<file path="config.mk">
export PLATFORM = sky130hd
export DESIGN_NAME = arm_issue_unit_flat
export DESIGN_NICKNAME = d
export VERILOG_FILES = /design/src/rtl/arm_issue_pkg.sv /design/src/rtl/arm_issue_if.sv /design/src/rtl/issue_fifo.sv /design/src/rtl/arm_issue_unit.sv /design/src/flat_wrapper.sv
export SDC_FILE = /design/constraint.sdc
export NUM_CORES = 1
export LEC_CHECK = 0
export ABC_AREA = 0
export CAP_MARGIN = 15
export CORE_ASPECT_RATIO = 0.8
export CORE_UTILIZATION = 53
export DETAILED_ROUTE_END_ITERATION = 10
export PLACE_DENSITY = 0.76
export SLEW_MARGIN = 20
export SYNTH_ARGS = -nofsm -noshare
export SYNTH_HDL_FRONTEND = slang
export SYNTH_SLANG_ARGS = --single-unit
</file>
<file path="constraint.sdc">
create_clock -name clk -period 3.8 [get_ports clk]
set_input_delay 1.14 -clock clk [delete_from_list [all_inputs] [get_ports clk]]
set_output_delay 1.14 -clock clk [all_outputs]
set_load 0.03 [all_outputs]
</file>
<file path="src/rtl/arm_issue_pkg.sv">
`default_nettype none
// ============================================================================
// Module      : arm_issue_pkg
// Description : Shared definitions for the ARM instruction issue stage:
//               instruction field positions, opcode classes, the NOP
//               encoding, issue mode / FSM state enums and small decode
//               helpers for register reads and writes.
// Revision    : 1.0 - initial release
// ============================================================================
package arm_issue_pkg;

  // Instruction field positions
  localparam int COND_HI = 31;
  localparam int COND_LO = 28;
  localparam int OP_HI   = 27;
  localparam int OP_LO   = 26;
  localparam int I_BIT   = 25;
  localparam int CMD_HI  = 24;
  localparam int CMD_LO  = 21;
  localparam int S_BIT   = 20;
  localparam int RN_HI   = 19;
  localparam int RN_LO   = 16;
  localparam int RD_HI   = 15;
  localparam int RD_LO   = 12;
  localparam int SRC2_HI = 11;
  localparam int SRC2_LO = 0;
  localparam int RM_HI   = 3;
  localparam int RM_LO   = 0;

  // Opcode classes (op field)
  localparam logic [1:0] OPDATA   = 2'b00;
  localparam logic [1:0] OPMEMORY = 2'b01;
  localparam logic [1:0] OPBRANCH = 2'b10;

  localparam logic [31:0] NOP_INSTR = 32'h0;

  typedef enum logic {
    FIXED_GAP = 1'b0,
    HAZARD    = 1'b1
  } issue_mode_t;

  typedef enum logic [1:0] {
    IDLE   = 2'd0,
    ISSUE  = 2'd1,
    BUBBLE = 2'd2
  } issue_state_t;

  // Data-processing ops and loads write rd; stores and branches do not.
  function automatic logic writes_rd(input logic [31:0] ins);
    return (ins[OP_HI:OP_LO] == OPDATA) ||
           ((ins[OP_HI:OP_LO] == OPMEMORY) && ins[S_BIT]);
  endfunction

  function automatic logic uses_rn(input logic [31:0] ins);
    return (ins[OP_HI:OP_LO] == OPDATA) || (ins[OP_HI:OP_LO] == OPMEMORY);
  endfunction

  // Register-form data processing reads rm from the low nibble of src2.
  function automatic logic uses_rm(input logic [31:0] ins);
    return (ins[OP_HI:OP_LO] == OPDATA) && !ins[I_BIT];
  endfunction

  // A store reads rd as its data source.
  function automatic logic uses_rd(input logic [31:0] ins);
    return (ins[OP_HI:OP_LO] == OPMEMORY) && !ins[S_BIT];
  endfunction

endpackage
`default_nettype wire

</file>
<file path="src/rtl/arm_issue_if.sv">
`default_nettype none
// ============================================================================
// Module      : arm_issue_if
// Description : Bus bundle of the issue stage.
//               Producer side : in_valid, in_ready, in_instr, mode, flush
//               Core side     : Instruction, issue_valid
//               Status        : count (FIFO occupancy), stall_cnt
//               master = driver of the producer inputs, slave = issue unit.
// Revision    : 1.0 - initial release
// ============================================================================
interface arm_issue_if #(
  parameter int DEPTH = 8,
  parameter int CNT_W = 16
);
  localparam int CW = $clog2(DEPTH + 1);

  logic              in_valid;
  logic              in_ready;
  logic [31:0]       in_instr;
  logic              mode;
  logic              flush;
  logic [31:0]       Instruction;
  logic              issue_valid;
  logic [CW-1:0]     count;
  logic [CNT_W-1:0]  stall_cnt;

  modport master (
    output in_valid, in_instr, mode, flush,
    input  in_ready, Instruction, issue_valid, count, stall_cnt
  );

  modport slave (
    input  in_valid, in_instr, mode, flush,
    output in_ready, Instruction, issue_valid, count, stall_cnt
  );
endinterface
`default_nettype wire

</file>
<file path="src/rtl/issue_fifo.sv">
`default_nettype none
// ============================================================================
// Module      : issue_fifo
// Description : DEPTH x 32 synchronous FIFO with explicit occupancy count
//               and synchronous flush. Head data is read combinationally.
//               Ports: clk, rst_n (async, active-low), push/pop requests,
//               flush, wdata, rdata (head), count, full, empty.
// Revision    : 1.0 - initial release
// ============================================================================
module issue_fifo #(
  parameter int DEPTH = 8,
  parameter int CW    = $clog2(DEPTH + 1)
) (
  input  wire logic          clk,
  input  wire logic          rst_n,
  input  wire logic          push,
  input  wire logic          pop,
  input  wire logic          flush,
  input  wire logic [31:0]   wdata,
  output logic      [31:0]   rdata,
  output logic      [CW-1:0] count,
  output logic               full,
  output logic               empty
);
  localparam int AW = $clog2(DEPTH);

  logic [31:0]   r_mem [DEPTH];
  logic [AW-1:0] r_wr_ptr;
  logic [AW-1:0] r_rd_ptr;
  logic [CW-1:0] r_count;
  logic          w_push_fire;
  logic          w_pop_fire;

  assign full  = (r_count == CW'(DEPTH));
  assign empty = (r_count == '0);
  assign count = r_count;
  assign rdata = r_mem[r_rd_ptr];

  // Flush wins over any same-cycle push or pop.
  assign w_push_fire = push && !full  && !flush;
  assign w_pop_fire  = pop  && !empty && !flush;

  always_ff @(posedge clk) begin
    if (w_push_fire) r_mem[r_wr_ptr] <= wdata;
  end

  // DEPTH is a power of two, so pointer overflow is the modulo wrap.
  always_ff @(posedge clk or negedge rst_n) begin
    if (!rst_n) begin
      r_wr_ptr <= '0;
      r_rd_ptr <= '0;
      r_count  <= '0;
    end else if (flush) begin
      r_wr_ptr <= '0;
      r_rd_ptr <= '0;
      r_count  <= '0;
    end else begin
      if (w_push_fire) r_wr_ptr <= r_wr_ptr + 1'b1;
      if (w_pop_fire)  r_rd_ptr <= r_rd_ptr + 1'b1;
      case ({w_push_fire, w_pop_fire})
        2'b10:   r_count <= r_count + 1'b1;
        2'b01:   r_count <= r_count - 1'b1;
        default: r_count <= r_count;
      endcase
    end
  end
endmodule
`default_nettype wire

</file>
<file path="src/rtl/arm_issue_unit.sv">
`default_nettype none
// ============================================================================
// Module      : arm_issue_unit
// Description : Instruction issue stage for the pipelined ARM core. Buffers
//               instructions in a FIFO and issues at most one per cycle,
//               inserting NOP bubbles either as a fixed gap after every
//               instruction or only on register hazards and branches.
//               Ports: clk, reset (async, active-low), bus (arm_issue_if
//               slave: producer handshake, mode, flush, Instruction,
//               issue_valid, count, stall_cnt).
// Revision    : 1.0 - initial release
// ============================================================================
module arm_issue_unit #(
  parameter int DEPTH      = 8,
  parameter int PIPE_DEPTH = 4,
  parameter int CNT_W      = 16
) (
  input  wire logic  clk,
  input  wire logic  reset,
  arm_issue_if.slave bus
);
  import arm_issue_pkg::*;

  localparam int CW = $clog2(DEPTH + 1);
  localparam int GW = $clog2(PIPE_DEPTH + 1);

  issue_state_t     r_state;
  logic [GW-1:0]    r_gap;
  logic [31:0]      r_instr;
  logic             r_issue_valid;
  logic [CNT_W-1:0] r_stall_cnt;
  logic [PIPE_DEPTH-1:0] r_sb_valid;
  logic [3:0]       r_sb_rd [PIPE_DEPTH];

  logic [31:0]   w_head;
  logic [CW-1:0] w_count;
  logic          w_full;
  logic          w_empty;
  logic          w_push_fire;
  logic          w_decide;
  logic          w_hazard;
  logic          w_stall;
  logic          w_pop;
  logic          w_is_branch;
  logic          w_stall_inc;
  issue_mode_t   w_mode;

  issue_fifo #(.DEPTH(DEPTH), .CW(CW)) u_fifo (
    .clk   (clk),
    .rst_n (reset),
    .push  (bus.in_valid),
    .pop   (w_pop),
    .flush (bus.flush),
    .wdata (bus.in_instr),
    .rdata (w_head),
    .count (w_count),
    .full  (w_full),
    .empty (w_empty)
  );

  assign w_mode      = issue_mode_t'(bus.mode);
  assign w_push_fire = bus.in_valid && !w_full && !bus.flush;
  assign w_is_branch = (w_head[OP_HI:OP_LO] == OPBRANCH);

  // IDLE and ISSUE both evaluate the head, so a push into an idle unit
  // is issued on the very next edge.
  assign w_decide = ((r_state == IDLE) || (r_state == ISSUE)) && !w_empty && !bus.flush;

  always_comb begin
    w_hazard = 1'b0;
    for (int i = 0; i < PIPE_DEPTH; i++) begin
      if (r_sb_valid[i] &&
          ((uses_rn(w_head) && (r_sb_rd[i] == w_head[RN_HI:RN_LO])) ||
           (uses_rm(w_head) && (r_sb_rd[i] == w_head[RM_HI:RM_LO])) ||
           (uses_rd(w_head) && (r_sb_rd[i] == w_head[RD_HI:RD_LO]))))
        w_hazard = 1'b1;
    end
  end

  assign w_stall     = w_decide && (w_mode == HAZARD) && w_hazard;
  assign w_pop       = w_decide && !w_stall;
  assign w_stall_inc = w_stall || ((r_state == BUBBLE) && !w_empty);

  // Scoreboard of in-flight writers; keeps shifting through a flush since
  // those instructions still complete in the core.
  always_ff @(posedge clk or negedge reset) begin
    if (!reset) begin
      r_sb_valid <= '0;
      for (int i = 0; i < PIPE_DEPTH; i++) r_sb_rd[i] <= '0;
    end else begin
      r_sb_valid[0] <= w_pop && writes_rd(w_head);
      r_sb_rd[0]    <= w_head[RD_HI:RD_LO];
      for (int i = 1; i < PIPE_DEPTH; i++) begin
        r_sb_valid[i] <= r_sb_valid[i-1];
        r_sb_rd[i]    <= r_sb_rd[i-1];
      end
    end
  end

  always_ff @(posedge clk or negedge reset) begin
    if (!reset) begin
      r_stall_cnt <= '0;
    end else if (w_stall_inc && (r_stall_cnt != '1)) begin
      r_stall_cnt <= r_stall_cnt + 1'b1;
    end
  end

  always_ff @(posedge clk or negedge reset) begin
    if (!reset) begin
      r_state       <= IDLE;
      r_gap         <= '0;
      r_instr       <= NOP_INSTR;
      r_issue_valid <= 1'b0;
    end else begin
      r_instr       <= NOP_INSTR;
      r_issue_valid <= 1'b0;
      if (bus.flush) begin
        r_state <= IDLE;
        r_gap   <= '0;
      end else begin
        case (r_state)
          IDLE, ISSUE: begin
            if (w_empty) begin
              r_state <= IDLE;
            end else if (w_stall) begin
              r_state <= ISSUE;
            end else begin
              r_instr       <= w_head;
              r_issue_valid <= 1'b1;
              if (w_is_branch || (w_mode == FIXED_GAP)) begin
                r_state <= BUBBLE;
                r_gap   <= GW'(PIPE_DEPTH);
              end else if ((w_count == CW'(1)) && !w_push_fire) begin
                r_state <= IDLE;
              end else begin
                r_state <= ISSUE;
              end
            end
          end
          BUBBLE: begin
            // Last bubble cycle when the gap is about to reach zero.
            if (r_gap <= GW'(1)) begin
              r_gap   <= '0;
              r_state <= w_empty ? IDLE : ISSUE;
            end else begin
              r_gap <= r_gap - 1'b1;
            end
          end
          default: r_state <= IDLE;
        endcase
      end
    end
  end

  assign bus.in_ready    = !w_full;
  assign bus.Instruction = r_instr;
  assign bus.issue_valid = r_issue_valid;
  assign bus.count       = w_count;
  assign bus.stall_cnt   = r_stall_cnt;

endmodule
`default_nettype wire
</file>
<file path="src/flat_wrapper.sv">
// flat-port wrapper written by rule: the top's interface ports become plain ports
module arm_issue_unit_flat import arm_issue_pkg::*;
#(
  parameter int DEPTH      = 8,
  parameter int PIPE_DEPTH = 4,
  parameter int CNT_W      = 16
)
  (clk, reset, bus_in_valid, bus_in_instr, bus_mode, bus_flush, bus_in_ready, bus_Instruction, bus_issue_valid, bus_count, bus_stall_cnt);
  arm_issue_if #(.DEPTH(DEPTH), .CNT_W(CNT_W)) bus_i ();
  input  wire logic clk;
  input  wire logic reset;
  input wire logic [$bits(bus_i.in_valid)-1:0] bus_in_valid;
  input wire logic [$bits(bus_i.in_instr)-1:0] bus_in_instr;
  input wire logic [$bits(bus_i.mode)-1:0] bus_mode;
  input wire logic [$bits(bus_i.flush)-1:0] bus_flush;
  output wire logic [$bits(bus_i.in_ready)-1:0] bus_in_ready;
  output wire logic [$bits(bus_i.Instruction)-1:0] bus_Instruction;
  output wire logic [$bits(bus_i.issue_valid)-1:0] bus_issue_valid;
  output wire logic [$bits(bus_i.count)-1:0] bus_count;
  output wire logic [$bits(bus_i.stall_cnt)-1:0] bus_stall_cnt;
  assign bus_i.in_valid = bus_in_valid;
  assign bus_i.in_instr = bus_in_instr;
  assign bus_i.mode = bus_mode;
  assign bus_i.flush = bus_flush;
  assign bus_in_ready = bus_i.in_ready;
  assign bus_Instruction = bus_i.Instruction;
  assign bus_issue_valid = bus_i.issue_valid;
  assign bus_count = bus_i.count;
  assign bus_stall_cnt = bus_i.stall_cnt;
  arm_issue_unit #(.DEPTH(DEPTH), .PIPE_DEPTH(PIPE_DEPTH), .CNT_W(CNT_W)) u_core (.clk(clk), .reset(reset), .bus(bus_i));
endmodule
</file>
==> impl_metrics.tcl <==
set metrics [dict create \
    hold_end "u_core.r_sb_valid[2]" \
    cts_buffers 31 \
    drtIter0Drc 616 \
    max_stage_delay_ns 0.61 \
    drc_errors 0 \
    synth.distinct_cells 60 \
    path_delay_family "compound AO/OA/AOI/OAI gates" \
    status "complete, no violations" \
    seq_area_frac_synth 0.715 \
    final_cells 1304 \
    drive_gt1_frac 0.176 \
    root_buffer "clkbuf_16" \
    dp_hpwl_mm 17.2 \
    yosys.area.top_type "edfxtp_1" \
    synthCells 805 \
    slowest_stage "dfrtp_4" \
    r2r-start "u_core.u_fifo.r_rd_ptr[0]" \
    synth_edf_count 256 \
    cts_tree "built" \
    fin_setup_tns_ns 0 \
    avgSynthCellArea_sq_um 17.0 \
    r2r-end "u_core.u_fifo.count[1]" \
    holdBufCountCts 0 \
    crit_required_ns 4.30 \
    viasPerCell 5.78 \
    antenna_found_initial 1 \
    reg2regPathDepth 12 \
    rsz0062_at_grt "false" \
    yosys_warnings 0 \
    layout.area.seq_sq_um 9790 \
    worstPathCellList "buf_4 > mux2i_1 > a22oi_1 > nand2_1 > and3_1 > nand4_1 > o21ai_1 > a2111oi_4 > buf_4 > nand3_4 > a2111oi_0 > a211o_1" \
    drt-pass1-iter-count 5 \
    period_share 0.942 \
    clk_pin_slew_ns 0.06 \
    grt_pass1_vias 7537 \
    layout.nets 998 \
    crit_buf_inv 2 \
    fin_crit_ns 3.58 \
    synth.top_cell.area_share 0.562 \
    cp-start-kind "flip-flop" \
    clkPwrFrac 0.319 \
    syn-num-nets 849 \
    dieArea_sq_um 26500 \
    ctsHtreeMaxLevel 1 \
    fp.dieH_um 146 \
    dp.cells 1244 \
    wl_per_cell_um 21.7 \
    grt_max_degree 53 \
    total_power_mw 10.6 \
    finalSetupViolations 0 \
    ys_top_cells_by_count "edfxtp_1 (256), dfrtp_1 (84), mux2i_1 (64)" \
    portBuffers 90 \
    post_cts_resized 0 \
    share_comb_of_total_power 0.244 \
    gr-usage-all-layers 0.216 \
    critical_path_class "reg2reg" \
    fillers 1697 \
    start_util 0.541 \
    ant_nets 0 \
    multi_input_area_sq_um 3730 \
    clk_latency_ns 0.57 \
    min-delay-path-class "reg2reg" \
    syn_area_sq_um 13700 \
    whs_path_depth 0 \
    hold_viol 0 \
    slew_headroom 0.565 \
    min-delay-start "u_core.r_sb_valid[1]" \
    cts.path.max_buffers 3 \
    rows 52 \
    pwr_density_cell_nw_per_um2 640 \
    ios 91 \
    p_leak_nw 5.81 \
    worstPathMaxFanout 15 \
    utilization 0.654 \
    grt_overflow 0 \
    synth_area_leaders "edfxtp_1 (56%), dfrtp_1 (15%), mux4_2 (6.3%), mux2i_1 (4.7%), xnor2_1 (2.6%)" \
    cpMostUsedCell "buf_4" \
    regToRegSetupSlack_ns 0.22 \
    yosysMostFrequentCell "edfxtp_1" \
    cts_sinks 340 \
    maxSlewViolCount 0 \
    die_w_um 182 \
    ir_worst_vdd_uv 424 \
    drv_cap 0 \
    arrival_ns 4.09 \
    grt_pass1_wl_mm 43.3 \
    core_area_sq_um 25300 \
    switching_share 0.288 \
    area_growth_pct 21.0 \
    gp_congestion 0.906 \
    seqPwrFrac 0.437 \
    design_area_sq_um 16600 \
    dr_total_vias 7537 \
    placed_cell_area_sq_um 15400 \
    tightest_slew_ns 0.650 \
    p_switching_mw 3.06 \
    drt-total-wl_mm 28.2 \
    internal_power_mw 7.54 \
    synthFlopType "edfxtp_1" \
    fmax_mhz 279 \
    fin_skew_ns 0.0169 \
    synth_seq_cells 340 \
    async_flop_share 0.247 \
    crit_path_end_kind "flip-flop" \
]
[sequential cells by signal, summed over array words and instances (netlist names)]
name                    cells
u_core.r_gap                3
u_core.bus.issue_valid      1
u_core.u_fifo.r_rd_ptr      3
u_core.bus.stall_cnt       16
u_core.r_sb_rd             16
u_core.bus.Instruction     32
u_core.u_fifo.r_mem       256
u_core.u_fifo.r_wr_ptr      3
u_core.r_state              2
u_core.r_sb_valid           4
u_core.u_fifo.count         4
[placed cells by master (no fill, tap or decap), types with 4 or more instances in the layout]
cell type and count:
a22oi_1 20, xor2_1 23, mux2_1 4, clkbuf_8 8, dfrtp_1 82, clkinv_2 7, nand4_1 9, nand3_1 19
nand3b_1 4, nor2b_1 4, bufinv_16 6, clkdlybuf4s50_1 89, o211ai_2 4, and2_1 4, nor3_1 6, ha_1 7
xnor2_1 41, edfxtp_1 256, nand2_1 33, o21ai_0 7, a21oi_1 5, and3_1 11, nor4_1 5, mux4_2 38
buf_4 49, nor2_1 52, mux2i_1 64, inv_1 15, nor2_4 6, buf_12 8, clkbuf_16 31, nand2b_1 4
or3_1 4
[worst max path at each step]
stage               slack [ns]  cells past startpoint                        end                 startpoint
detailed placement       -0.02                     11     u_core.u_fifo.count[2]                  bus_flush
global placement          0.09                     12     u_core.u_fifo.count[2]                  bus_flush
finish                    0.22                     12     u_core.u_fifo.count[1]  u_core.u_fifo.r_rd_ptr[0]
floorplan                 0.24                      6  u_core.u_fifo.r_mem[2][0]     u_core.u_fifo.count[1]
global route             0.005                     13     u_core.u_fifo.count[1]  u_core.u_fifo.r_rd_ptr[0]
CTS                       0.14                     12     u_core.u_fifo.count[1]  u_core.u_fifo.r_rd_ptr[0]
[metal layers]
metal,wire (um),GRT usage,up-vias,share of wire
li1,-,-,3398,-
met1,12500,0.315,3851,0.44
met2,13500,0.348,250,0.48
met3,1750,0.0370,38,0.062
met4,428,0.0407,0,0.015
met5,0,0,-,0
[cells by family after synthesis]
kind of cell | Yosys count | share of synthesized area
simple gates | 178 | 0.0659
flops | 340 | 0.715
buf+inv | 47 | 0.0176
mux | 111 | 0.120
fa+ha+maj | 7 | 0.00640
compound gates | 58 | 0.0341
xor+xnor | 64 | 0.0409
[power groups by stage]
stage               logic (mW)  clock network [mW]  registers [mW]
finish                    2.58                3.38            4.63
global route              2.76                3.58            4.67
CTS                       2.56                3.43            4.64
detailed placement        2.54                   0            4.71
global placement          2.50                   0            4.69
floorplan                 1.31                   0            4.93
[final cells by class]
class                           count  area share
Sequential cell                   340       0.591
Multi-Input combinational cell    418       0.225
Timing Repair Buffer              147      0.0866
Clock buffer                       41      0.0539
Tap cell                          324      0.0245
Clock inverter                     17      0.0149
Inverter                           16     0.00378
Antenna cell                        1    0.000151
[what timing repair did]
action | 4_1_cts | 5_1_grt
hold endpoints to repair | 0 | 0
setup endpoints to repair | 0 | 11
buffers inserted | 0 | 1
[stage by stage]
| stage | setup slack (ns) | hold slack (ns) |
|---|---|---|
| after global placement | 0.0856 | 0.382 |
| after detailed placement | -0.0232 | 0.382 |
| after CTS | 0.143 | 0.401 |
| after floorplan | 0.239 | 0.354 |
| final | 0.219 | 0.404 |
| after global routing | 0.00489 | 0.411 |
No activity file was read; power rests on OpenSTA's default activity.
